**src/rtl/alu_seq.sv**
```systemverilog
`timescale 1ns/1ps
// alu_seq: registered, valid/ready-handshaked execute-stage ALU with an optional
// iterative RV32M multiply/divide engine enabled by defining ALU_SEQ_MDU_EN.
module alu_seq #(
  parameter int XLEN = 32
) (
  input  logic            clk,
  input  logic            rst,
  input  logic            in_valid,
  output logic            in_ready,
  input  logic [XLEN-1:0] src1,
  input  logic [XLEN-1:0] src2,
  input  logic [5:0]      alu_control,
  output logic            out_valid,
  input  logic            out_ready,
  output logic [XLEN-1:0] result,
  output logic            busy
);
  localparam int SHW = $clog2(XLEN);

  localparam logic [5:0] OP_ADD    = 6'h01, OP_SUB   = 6'h02, OP_SLL   = 6'h03,
                         OP_SLT    = 6'h04, OP_SLTU  = 6'h05, OP_XOR   = 6'h06,
                         OP_SRL    = 6'h07, OP_SRA   = 6'h08, OP_OR    = 6'h09,
                         OP_AND    = 6'h0A, OP_ADDI  = 6'h0B, OP_SLLI  = 6'h0C,
                         OP_SLTI   = 6'h0D, OP_SLTIU = 6'h0E, OP_XORI  = 6'h0F,
                         OP_SRLI   = 6'h10, OP_ORI   = 6'h11, OP_ANDI  = 6'h12,
                         OP_SRAI   = 6'h13, OP_EQ    = 6'h1B, OP_NE    = 6'h1C,
                         OP_GE     = 6'h1F, OP_LT    = 6'h20, OP_MUL   = 6'h21,
                         OP_MULH   = 6'h22, OP_MULHSU = 6'h23, OP_MULHU = 6'h24,
                         OP_DIV    = 6'h25, OP_DIVU  = 6'h26, OP_REM   = 6'h27,
                         OP_REMU   = 6'h28;

`ifdef ALU_SEQ_MDU_EN
  typedef enum logic [1:0] {S_IDLE, S_BUSY, S_DONE} state_e;
`else
  typedef enum logic {S_IDLE, S_DONE} state_e;
`endif

  state_e            state_q, state_d;
  logic [XLEN-1:0]   result_q, result_d;
  logic              accept;

  // Single-step results; the divide cases only arrive here with a zero divisor.
  function automatic logic [XLEN-1:0] single_op(input logic [5:0]      op,
                                                input logic [XLEN-1:0] a,
                                                input logic [XLEN-1:0] b);
    logic [XLEN-1:0] res;
    logic [SHW-1:0]  sh;
    sh  = b[SHW-1:0];
    res = '0;
    case (op)
      OP_ADD, OP_ADDI:    res = a + b;
      OP_SUB:             res = a - b;
      OP_SLL, OP_SLLI:    res = a << sh;
      OP_SLT, OP_SLTI:    res[0] = $signed(a) < $signed(b);
      OP_SLTU, OP_SLTIU:  res[0] = a < b;
      OP_XOR, OP_XORI:    res = a ^ b;
      OP_SRL, OP_SRLI:    res = a >> sh;
      OP_SRA, OP_SRAI:    res = $signed(a) >>> sh;
      OP_OR, OP_ORI:      res = a | b;
      OP_AND, OP_ANDI:    res = a & b;
      OP_EQ:              res[0] = a == b;
      OP_NE:              res[0] = a != b;
      OP_GE:              res[0] = $signed(a) >= $signed(b);
      OP_LT:              res[0] = $signed(a) < $signed(b);
`ifdef ALU_SEQ_MDU_EN
      OP_DIV, OP_DIVU:    res = '1;
      OP_REM, OP_REMU:    res = a;
`endif
      default:            res = '0;
    endcase
    return res;
  endfunction

  assign in_ready  = (state_q == S_IDLE) || (state_q == S_DONE && out_ready);
  assign accept    = in_valid && in_ready;
  assign out_valid = (state_q == S_DONE);
  assign result    = result_q;

`ifdef ALU_SEQ_MDU_EN
  // acc holds {hi, lo}: product halves for multiply, {remainder, dividend/quotient} for divide.
  logic [5:0]          op_q, op_d;
  logic [2*XLEN-1:0]   acc_q, acc_d, acc_step, acc_prep, prod;
  logic [XLEN-1:0]     opnd_q, opnd_d, opnd_prep, mag_a, mag_b, quot, rem, mdu_result;
  logic [SHW-1:0]      cnt_q, cnt_d;
  logic                prep_q, prep_d, neg_q, neg_d, rneg_q, rneg_d;
  logic                is_mul, a_signed, b_signed, a_neg, b_neg, start_multi;
  logic [XLEN:0]       mul_sum, div_rs, div_diff;

  assign busy   = (state_q == S_BUSY);
  assign is_mul = op_q inside {OP_MUL, OP_MULH, OP_MULHSU, OP_MULHU};
  assign start_multi = (alu_control inside {[OP_MUL:OP_REMU]}) &&
                       !((alu_control inside {[OP_DIV:OP_REMU]}) && src2 == '0);

  always_comb begin
    a_signed  = op_q inside {OP_MULH, OP_MULHSU, OP_DIV, OP_REM};
    b_signed  = op_q inside {OP_MULH, OP_DIV, OP_REM};
    a_neg     = a_signed && acc_q[XLEN-1];
    b_neg     = b_signed && opnd_q[XLEN-1];
    mag_a     = a_neg ? -acc_q[XLEN-1:0] : acc_q[XLEN-1:0];
    mag_b     = b_neg ? -opnd_q : opnd_q;
    acc_prep  = is_mul ? {{XLEN{1'b0}}, mag_b} : {{XLEN{1'b0}}, mag_a};
    opnd_prep = is_mul ? mag_a : mag_b;

    mul_sum  = {1'b0, acc_q[2*XLEN-1:XLEN]} + (acc_q[0] ? {1'b0, opnd_q} : '0);
    div_rs   = {acc_q[2*XLEN-1:XLEN], acc_q[XLEN-1]};
    div_diff = div_rs - {1'b0, opnd_q};
    if (is_mul)
      acc_step = {mul_sum, acc_q[XLEN-1:1]};
    else
      acc_step = {div_diff[XLEN] ? div_rs[XLEN-1:0] : div_diff[XLEN-1:0],
                  acc_q[XLEN-2:0], ~div_diff[XLEN]};

    prod = neg_q  ? -acc_step : acc_step;
    quot = neg_q  ? -acc_step[XLEN-1:0] : acc_step[XLEN-1:0];
    rem  = rneg_q ? -acc_step[2*XLEN-1:XLEN] : acc_step[2*XLEN-1:XLEN];
    case (op_q)
      OP_MUL:                        mdu_result = prod[XLEN-1:0];
      OP_MULH, OP_MULHSU, OP_MULHU:  mdu_result = prod[2*XLEN-1:XLEN];
      OP_DIV, OP_DIVU:               mdu_result = quot;
      default:                       mdu_result = rem;
    endcase
  end
`else
  assign busy = 1'b0;
`endif

  always_comb begin
    // NOTE: every signal driven here gets a default first, so no path can infer a latch.
    state_d  = state_q;
    result_d = result_q;
`ifdef ALU_SEQ_MDU_EN
    op_d   = op_q;
    acc_d  = acc_q;
    opnd_d = opnd_q;
    cnt_d  = cnt_q;
    prep_d = prep_q;
    neg_d  = neg_q;
    rneg_d = rneg_q;
`endif
    case (state_q)
      S_IDLE, S_DONE: begin
        if (state_q == S_DONE && out_ready) state_d = S_IDLE;
        if (accept) begin
`ifdef ALU_SEQ_MDU_EN
          if (start_multi) begin
            state_d = S_BUSY;
            op_d    = alu_control;
            acc_d   = {{XLEN{1'b0}}, src1};
            opnd_d  = src2;
            cnt_d   = '0;
            prep_d  = 1'b1;
          end else
`endif
          begin
            state_d  = S_DONE;
            result_d = single_op(alu_control, src1, src2);
          end
        end
      end
`ifdef ALU_SEQ_MDU_EN
      S_BUSY: begin
        // First BUSY cycle turns the raw operands into magnitudes and sign flags.
        if (prep_q) begin
          prep_d = 1'b0;
          acc_d  = acc_prep;
          opnd_d = opnd_prep;
          neg_d  = a_neg ^ b_neg;
          rneg_d = !is_mul && a_neg;
        end else begin
          acc_d = acc_step;
          cnt_d = cnt_q + 1'b1;
          if (cnt_q == SHW'(XLEN-1)) begin
            state_d  = S_DONE;
            result_d = mdu_result;
            cnt_d    = '0;
          end
        end
      end
`endif
      default: state_d = S_IDLE;
    endcase
  end

  // NOTE: sequential state uses <= so every register samples the pre-edge values.
  always_ff @(posedge clk) begin
    if (rst) begin
      state_q  <= S_IDLE;
      result_q <= '0;
`ifdef ALU_SEQ_MDU_EN
      cnt_q    <= '0;
      prep_q   <= 1'b0;
`endif
    end else begin
      state_q  <= state_d;
      result_q <= result_d;
`ifdef ALU_SEQ_MDU_EN
      cnt_q    <= cnt_d;
      prep_q   <= prep_d;
`endif
    end
  end

`ifdef ALU_SEQ_MDU_EN
  // NOTE: engine datapath has no reset; it is always reloaded on acceptance before use.
  always_ff @(posedge clk) begin
    op_q   <= op_d;
    acc_q  <= acc_d;
    opnd_q <= opnd_d;
    neg_q  <= neg_d;
    rneg_q <= rneg_d;
  end
`endif

endmodule

```
**config.mk**
```make
export PLATFORM = sky130hd
export DESIGN_NAME = alu_seq
export DESIGN_NICKNAME = d
export VERILOG_FILES = /design/src/rtl/alu_seq.sv
export SDC_FILE = /design/constraint.sdc
export NUM_CORES = 1
export LEC_CHECK = 0
export BUFFER_PORTS_ARGS = -buffer_cell sky130_fd_sc_hd__buf_2
export CORE_ASPECT_RATIO = 0.8
export CORE_MARGIN = 2
export CORE_UTILIZATION = 35
export CTS_CLUSTER_SIZE = 20
export DETAILED_ROUTE_END_ITERATION = 6
export GPL_TIMING_DRIVEN = 0
export SLEW_MARGIN = 15
export SYNTH_ARGS = -nofsm -noshare
export SYNTH_HDL_FRONTEND = slang
export SYNTH_SLANG_ARGS = --single-unit
```
**constraint.sdc**
```tcl
create_clock -name clk -period 5.74 [get_ports clk]
set_clock_uncertainty 0.2 [all_clocks]
set_input_delay 0.574 -clock clk [delete_from_list [all_inputs] [get_ports clk]]
set_output_delay 0.574 -clock clk [all_outputs]
set_load 0.1 [all_outputs]
```
# --- Word-level counts from Yosys, hierarchy flattened ---
# Index checks and enable logic that the tools add are counted.
word_totals:
  regBits: 33
  rom_bits: 0
  mem_count: 0
  latchBits: 0
  word_cells: 56
  mem_bits_rw: 0
classes:
  multipliers: 0
  reduce_logical: 13
  eq_ne: 25
  shifts: 3
  n_div: 0
  n_mux: 4
  n_lt_le_gt_ge: 3
  n_bitwise: 4
  addsub: 2
ops:
  columns: ["op", "n"]
  rows:
  - ["$pmux 31 s8", 1]
  - ["$lt 32x32->1", 2]
  - ["$eq 6x4->1 const B", 8]
  - ["$eq 6x5->1 const B", 7]
  - ["$add 32x32->32", 1]
  - ["$and 32x32->32", 1]
  - ["$eq 32x32->1", 1]
  - ["$ge 32x32->1", 1]
  - ["$ne 32x32->1", 1]
  - ["$or 32x32->32", 1]
  - ["$shl 32x5->32", 1]
  - ["$shr 32x5->32", 1]
  - ["$sshr 32x5->32", 1]
  - ["$sub 32x32->32", 1]
  - ["$xor 32x32->32", 1]
  - ["$eq 6x3->1 const B", 4]
  - ["$reduce_or 2->1", 8]
  - ["$pmux 1 s13", 1]
  - ["$eq 6x2->1 const B", 2]
  - ["$eq 6x1->1 const B", 1]
  - ["$eq 6x6->1 const B", 1]
  - ["$reduce_or 3->1", 1]
  - ["$logic_and 1x1->1", 2]
  - ["$mux 1", 2]
  - ["other kinds (3)", 3]

# --- Longest topological paths before layout ---
# Gate-level depths: netlist of run 1.
logic_depth:
  ltp_word: 4
  mapped_depth: 15
  depth_no_buf: 12

# --- Worst setup path after synthesis of run 1 ---
# OpenSTA, ideal clock, no wires.
synth_path:
  path_kind: "input port to flip-flop"
  from: "input src2[1]"
  to: "register result_q[29], in the netlist result[29]"
  t_required_ns: 5.418
  arrival_time_ns: 3.916
  stages: 15
  slack_ns: 1.502
  path_cell_list: "clkbuf_1 buf_2 inv_2 buf_1 clkbuf_1 ha_1 nor3_1 a211o_1 a221o_1 a31oi_2 a21oi_2 a221oi_1 o2111a_1 a211oi_1 a221o_1"
synth_via:
  elab_chain_cells: 2
synth_rtl:
  columns: ["element", "line_no", "source"]
  rows:
  - ["start: declaration", "12", "input logic [XLEN-1:0] src2,"]
  - ["$sub 32x32->32, or another cell as far along", "53", "OP_SUB: res = a - b;"]
  - ["$pmux 31 s8 *", "51", "case (op)"]
  - ["end signal: assignment", "196", "result_q <= result_d;"]
  - ["end: declaration", "40", "logic [XLEN-1:0] result_q, result_d;"]
# Mark *: on every way between the ends. The rest lies on a longest branch, timed or not.
# A chain may end at the register's enable or synchronous reset.

# --- Final worst setup path of run 1 ---
layout_path:
  from: "input src2[3]"
  to: "register result_q[31], in the netlist result[31]"
# Same word-level chain as after synthesis.

==> results.sh, run 1 <==
export IMPL_post_route_drc_count=0
export IMPL_die_area_um2=30440
export IMPL_slew_violations=0
export IMPL_drt_first_pass_iters=5
export IMPL_post_cts_buffers=0
export IMPL_cellPowerDensity_nw_per_um2=147.6
export IMPL_path_class="input pin to flop"
export IMPL_hold_violations=0
export IMPL_yosys_warnings=0
export IMPL_max_cap_violations=0
export IMPL_initial_core_util=0.3577
export IMPL_seq_area_frac_synth=0.06498
export IMPL_mostFrequentLayoutCells="nor2_1, nand2_1, buf_2, a21oi_1, o21ai_0"
export IMPL_critical_path_cell_chain="buf_2 > clkbuf_1 > inv_1 > clkbuf_1 > clkbuf_2 > ha_1 > o211ai_1 > o21ai_1 > o2111ai_1 > o211ai_1 > a31oi_1 > a211oi_1 > o311ai_0 > nand3_1 > a41o_1"
export IMPL_crit_path_end_kind="flop"
export IMPL_worst_pin_slew_ns=1.128
export IMPL_grt_max_degree=19
export IMPL_nets=1739
export IMPL_slowest_stage="clkbuf_1"
export IMPL_die_w_um=194.6
export IMPL_grt_pass1_vias=12450
export IMPL_root_buffer="clkbuf_16"
export IMPL_n_fill_cell=3112
export IMPL_hold_class="flop to flop"
export IMPL_final_common_cell="nor2_1"
export IMPL_drt_iter0_markers=1969
export IMPL_clock_path_buffers=2
export IMPL_clock_sinks=33
export IMPL_topRoutingLayerUsed="met4"
export IMPL_required_ns=5.74
export IMPL_dp_hpwl_um=48350
export IMPL_totalWireLength_um=61210
export IMPL_cts_inserted_buffers=5
export IMPL_clk_pin_slew_worst_paths_ns=0.07
export IMPL_cts_tree="done"
export IMPL_synth_area_leader_cell="ha_1"
export IMPL_viasPerCell=6.928
export IMPL_synth_cell_types=90
export IMPL_setup_viol=0
export IMPL_vias=13410
export IMPL_vdd_drop_max_v=0.0001121
export IMPL_fin_tns_setup_ns=0
export IMPL_port_buffers=104
export IMPL_wl_met1_um=26070
export IMPL_period_share=0.9745
export IMPL_fin_cells=1935
export IMPL_antenna_found_initial=1
export IMPL_final_min_clock_period_ns=5.594
export IMPL_ys_ff_latch=33
export IMPL_syn2layout_area_growth_pct=11.22
export IMPL_hold_ws_ns=0.2492
export IMPL_overflow=0
export IMPL_ant_nets=0
export IMPL_crit_fanout=11
export IMPL_wl_met3_um=8905
export IMPL_synth_area_leaders="ha_1, mux4_2, dfxtp_1"
export IMPL_worst_path_largest_cell_delay_ns=0.72
export IMPL_place_gp_congestion=1.067
export IMPL_coreArea_um2=28420
export IMPL_post_route_util=0.3979
export IMPL_synth_fp_nets=1629
export IMPL_wire_per_inst_um=31.64
export IMPL_async_reset_ff_frac=0
export IMPL_start_kind="input pin"
export IMPL_dpl_cell_count=1928
export IMPL_rows=55
export IMPL_syn_area_per_cell_um2=6.997
export IMPL_htreeDepth=2
export IMPL_syn_inst=1453
export IMPL_route_met2_wl_um=23940
export IMPL_synth_edf_count=0
export IMPL_grt_pass1_wl_um=87600
export IMPL_place_ws_ns=-0.7716
export IMPL_worstPathArrival_ns=5.59
export IMPL_synth_main_ff_cell="dfxtp_1"
export IMPL_grt_use_total=0.3938
export IMPL_fin_ws_ns=0.1463
export IMPL_r2r_slack_ns=2.46
export IMPL_synthesis_area_um2=10170
export IMPL_leakage_nw=4.691
export IMPL_insertion_delay_ns=0.31
export IMPL_timing_fmax_mhz=178.8
export IMPL_status="finished clean"
export IMPL_synth_top_area_frac=0.1231
export IMPL_slew_limit_headroom=0.2415
export IMPL_ioPinCount=109
export IMPL_layout_drive_gt1_share=0.1381
export IMPL_rsz0062_at_grt="false"
export IMPL_die_y_um=156.4
## path summary, 6_finish.rpt
kind / start / end / depth (start not counted)
hold / removal: result[28]$_SDFFE_PP0P_ / result[28]$_SDFFE_PP0P_ / 2
hold reg to reg: result[28]$_SDFFE_PP0P_ / result[28]$_SDFFE_PP0P_ / 2
setup reg to reg: out_valid$_SDFFE_PP0P_ / result[30]$_SDFFE_PP0P_ / 9
setup / recovery: src2[3] / result[31]$_SDFFE_PP0P_ / 15
## repair_timing
| action | in CTS | in global routing |
|---|---|---|
| gates cloned | 0 | 0 |
| gates resized for setup | 1 | 4 |
| hold buffers | 0 | 0 |
| setup endpoints to repair | 5 | 4 |
## sequential cells by signal (all words and copies together) (netlist names)
name,count
out_valid,1
result,32
## cells in the mapped netlist, types with 24 or more instances
cell and n:
nand3_1 27, o21ai_0 110, nor3_1 40, nand2_1 131, clkbuf_1 86, inv_1 93
mux4_2 53, dfxtp_1 33, o21ai_1 24, a21oi_1 112, nor2_1 172, o211ai_1 29
a211oi_1 35, ha_1 100, mux2i_1 25
## layout make-up
type,count,area [um2],share of cell area
Tap cell,370,462.9,0.04094
Timing Repair Buffer,105,531.8,0.04702
Clock inverter,3,17.52,0.001549
Inverter,98,367.9,0.03253
Antenna cell,1,2.502,0.0002213
Sequential cell,33,660.6,0.05842
Multi-Input combinational cell,1201,8638,0.7639
Buffer,119,501.7,0.04437
Clock buffer,5,125.1,0.01106
## metrics by stage
step	instance area (um2)	power, mW
3_3_place_gp	11150	1.333
4_1_cts	11300	1.620
2_1_floorplan	10170	0.9578
5_1_grt	11310	1.733
3_5_place_dp	11160	1.327
6_report	11310	1.669
## report_power, final
group	leakage, nW	switching, mW	internal, mW
clock	0.0696	0.135	0.160
sequential	0.270	0.00940	0.243
combinational	4.35	0.792	0.330
total	4.69	0.937	0.733
## logic make-up (layout without fill, tap and decap cells)
group / count (synthesis) / after routing / share of synthesized area
simple gates: 465 / 465 / 0.2097
other cells: 1 / 2 / 0.0003688
compound gates: 543 / 543 / 0.3585
flops: 33 / 33 / 0.06498
buf+inv: 219 / 330 / 0.08540
fa+ha+maj: 102 / 102 / 0.1270
mux: 85 / 85 / 0.1498
xor+xnor: 5 / 5 / 0.004308
## metal layers
metal	up-vias	global-route usage
li1	5697	-
met1	6486	0.5539
met2	1077	0.5520
met3	146	0.1375
met4	0	0.1344
met5	-	0
## critical path: cells and delay by family
family                     cells  cell delay (ns)
and+or+nand+nor                1             0.13
adders and majority gates      1             0.39
buffers and inverters          5             2.08
AOI/OAI and AO/OA              8             2.41
No activity file was read; power rests on OpenSTA's default activity.
==> run 2: changes to the inputs <==
--- a/config.mk
+++ b/config.mk
@@ -5,6 +5,7 @@
 export SDC_FILE = /design/constraint.sdc
 export NUM_CORES = 1
 export LEC_CHECK = 0
+export ABC_AREA = 1
 export BUFFER_PORTS_ARGS = -buffer_cell sky130_fd_sc_hd__buf_2
 export CORE_ASPECT_RATIO = 0.8
 export CORE_MARGIN = 2
==> results.sh, run 2 <==
export IMPL_root_buffer="clkbuf_16"
export IMPL_ys_ff_latch=33
export IMPL_coreArea_um2=31280
export IMPL_clk_pin_slew_worst_paths_ns=0.05
export IMPL_yosys_area_share_simple=0.5254
export IMPL_synth_cell_types=48
export IMPL_cts_resized=0
export IMPL_synthesis_area_um2=11090
export IMPL_path_class="input pin to flop"
export IMPL_final_common_cell="nand2_1"
export IMPL_worstPathArrival_ns=4.84
export IMPL_synth_area_leader_cell="nand2_1"
export IMPL_initial_core_util=0.3545
export IMPL_fin_cells=2695
export IMPL_synth_edf_count=0
export IMPL_worst_path_largest_cell_delay_ns=0.82
export IMPL_status="finished clean"
export IMPL_r2r_start="out_valid$_SDFFE_PP0P_"
export IMPL_post_route_drc_count=0
export IMPL_slew_violations=0
export IMPL_rsz0062_at_grt="false"
export IMPL_seq_area_frac_synth=0.05959
export IMPL_die_area_um2=33130
export IMPL_rows=58
export IMPL_drt_first_pass_iters=7
export IMPL_syn_area_per_cell_um2=5.133
export IMPL_place_gp_congestion=1.056
export IMPL_worstHoldStart="result[7]$_SDFFE_PP0P_"
export IMPL_r2r_slack_ns=3.56
export IMPL_antenna_found_initial=3
export IMPL_cts_inserted_buffers=5
export IMPL_synth_mux_area_frac=0
export IMPL_placed_cell_area_um2=12140
export IMPL_fin_tns_setup_ns=0
export IMPL_nets=2449
export IMPL_port_buffers=106
export IMPL_required_ns=5.66
export IMPL_insertion_delay_ns=0.28
export IMPL_cts_tree="done"
export IMPL_crit_fanout=11
export IMPL_synthXorXnorAreaFrac=0
export IMPL_clock_sinks=33
export IMPL_hold_class="flop to flop"
export IMPL_timing_fmax_mhz=203.1
export IMPL_synth_top_family_by_area="simple AND/OR/NAND/NOR gates"
export IMPL_start_kind="input pin"
export IMPL_grt_pass1_vias=14030
export IMPL_grt_use_total=0.3967
export IMPL_dpl_cell_count=2686
export IMPL_vias=15800
export IMPL_synthTopCellsByCount="nand2_1, nand3_1, inv_1, nor2_1, a21oi_1"
export IMPL_syn2layout_area_growth_pct=11.11
export IMPL_grt_max_degree=13
export IMPL_max_cap_violations=0
export IMPL_slew_limit_headroom=0.2469
export IMPL_synth_main_ff_cell="dfxtp_1"
export IMPL_syn_inst=2160
export IMPL_mostFrequentLayoutCells="nand2_1, nand3_1, inv_1, buf_2, nor2_1"
export IMPL_dp_hpwl_um=57370
export IMPL_grt_pass1_wl_um=95450
export IMPL_synth_most_common_cell="nand2_1"
export IMPL_htreeDepth=2
export IMPL_ctsHoldBuffers=0
export IMPL_clock_path_buffers=2
export IMPL_post_cts_buffers=0
export IMPL_setup_viol=0
export IMPL_vdd_drop_max_v=0.0001978
export IMPL_critical_path_cell_chain="buf_2 > inv_1 > clkbuf_1 > clkbuf_1 > ha_1 > nor2_1 > nand3_1 > nand3b_1 > nand2_1 > nand2_1 > nand2_1 > nand3_1 > nand3_1 > o21ai_0 > a21oi_1"
export IMPL_synth_top_area_frac=0.2414
export IMPL_layout_drive_gt1_share=0.1042
export IMPL_r2r_cells=6
export IMPL_hold_violations=0
export IMPL_period_share=0.8577
export IMPL_whs_path_depth=2
export IMPL_async_reset_ff_frac=0
export IMPL_synth_fp_nets=2336
export IMPL_final_min_clock_period_ns=4.923
export IMPL_wire_per_inst_um=25.07
export IMPL_leakage_nw=6.658
export IMPL_hold_path_endpoint="result[7]$_SDFFE_PP0P_"
export IMPL_synth_compound_area_frac=0.1573
export IMPL_synth_area_leaders="nand2_1, nand3_1, ha_1"
export IMPL_worst_pin_slew_ns=1.118
export IMPL_die_y_um=163.2
export IMPL_slowest_stage="o21ai_0"
export IMPL_postLayoutCellArea_um2=12320
export IMPL_crit_path_end_kind="flop"
export IMPL_cellPowerDensity_nw_per_um2=137.1
export IMPL_yosys_warnings=0
export IMPL_totalWireLength_um=67560
export IMPL_ioPinCount=109
export IMPL_ant_nets=0
export IMPL_synthAdderAreaFrac=0.1165
export IMPL_viasPerCell=5.862
export IMPL_largest_reg_flops=32
export IMPL_overflow=0
export IMPL_die_w_um=203.0
export IMPL_drt_iter0_markers=2602
export IMPL_reg2reg_to="result[8]$_SDFFE_PP0P_"
run 2: final cells by class:
| cell class | instances | area, um2 |
|---|---|---|
| antenna | 1 | 2.502 |
| buffer | 109 | 573.1 |
| clock buffer | 7 | 142.6 |
| clock inverter | 1 | 30.03 |
| fill | 3688 | 18960 |
| inverter | 262 | 988.4 |
| multi-input combinational | 1756 | 8865 |
| sequential | 33 | 660.6 |
| tap | 420 | 525.5 |
| timing repair buffer | 106 | 530.5 |
run 2: stage by stage:
stage                     hold slack (ns)  worst slack (ns)  power [mW]  utilization
final                              0.2606            0.8170       1.689       0.3938
after global routing               0.2758            0.6294       1.775       0.3938
after CTS                          0.2633             1.130       1.646       0.3938
after detailed placement           0.2550            0.8346       1.329       0.3882
after global placement             0.2541            0.8611       1.332       0.3882
after floorplan                    0.6342             2.738      0.9380            -
run 2: cell families after synthesis:
family | after synthesis
and+or+nand+nor | 1347
adders and majority gates | 102
buffers and inverters | 371
AOI/OAI and AO/OA | 306
DFF | 33
other | 1
run 2: power breakdown:
group          leakage (nW)  switching [mW]  internal [mW]
sequential            0.268         0.00521          0.239
combinational          6.31           0.856          0.278
clock                0.0841          0.0937          0.216
total                  6.66           0.955          0.734
run 2: how the worst max path moves through the flow:
stage,start,to
final,src2[4],result[9]$_SDFFE_PP0P_
after global routing,src2[4],result[9]$_SDFFE_PP0P_
after floorplan,src2[4],result[17]$_SDFFE_PP0P_
after detailed placement,src2[4],result[9]$_SDFFE_PP0P_
after CTS,src2[4],result[9]$_SDFFE_PP0P_
after global placement,src2[4],result[9]$_SDFFE_PP0P_
run 2: worst max-delay path: cells and delay by family:
kind | cells | cell delay, ns
simple gates | 8 | 1.43
buf+inv | 4 | 1.40
compound gates | 2 | 0.95
fa+ha+maj | 1 | 0.47
run 2: per-layer routing:
layer	share of wire	track usage
met2	0.37	0.5406
met3	0.14	0.1145
met1	0.45	0.5856
met4	0.038	0.1267
met5	0	0
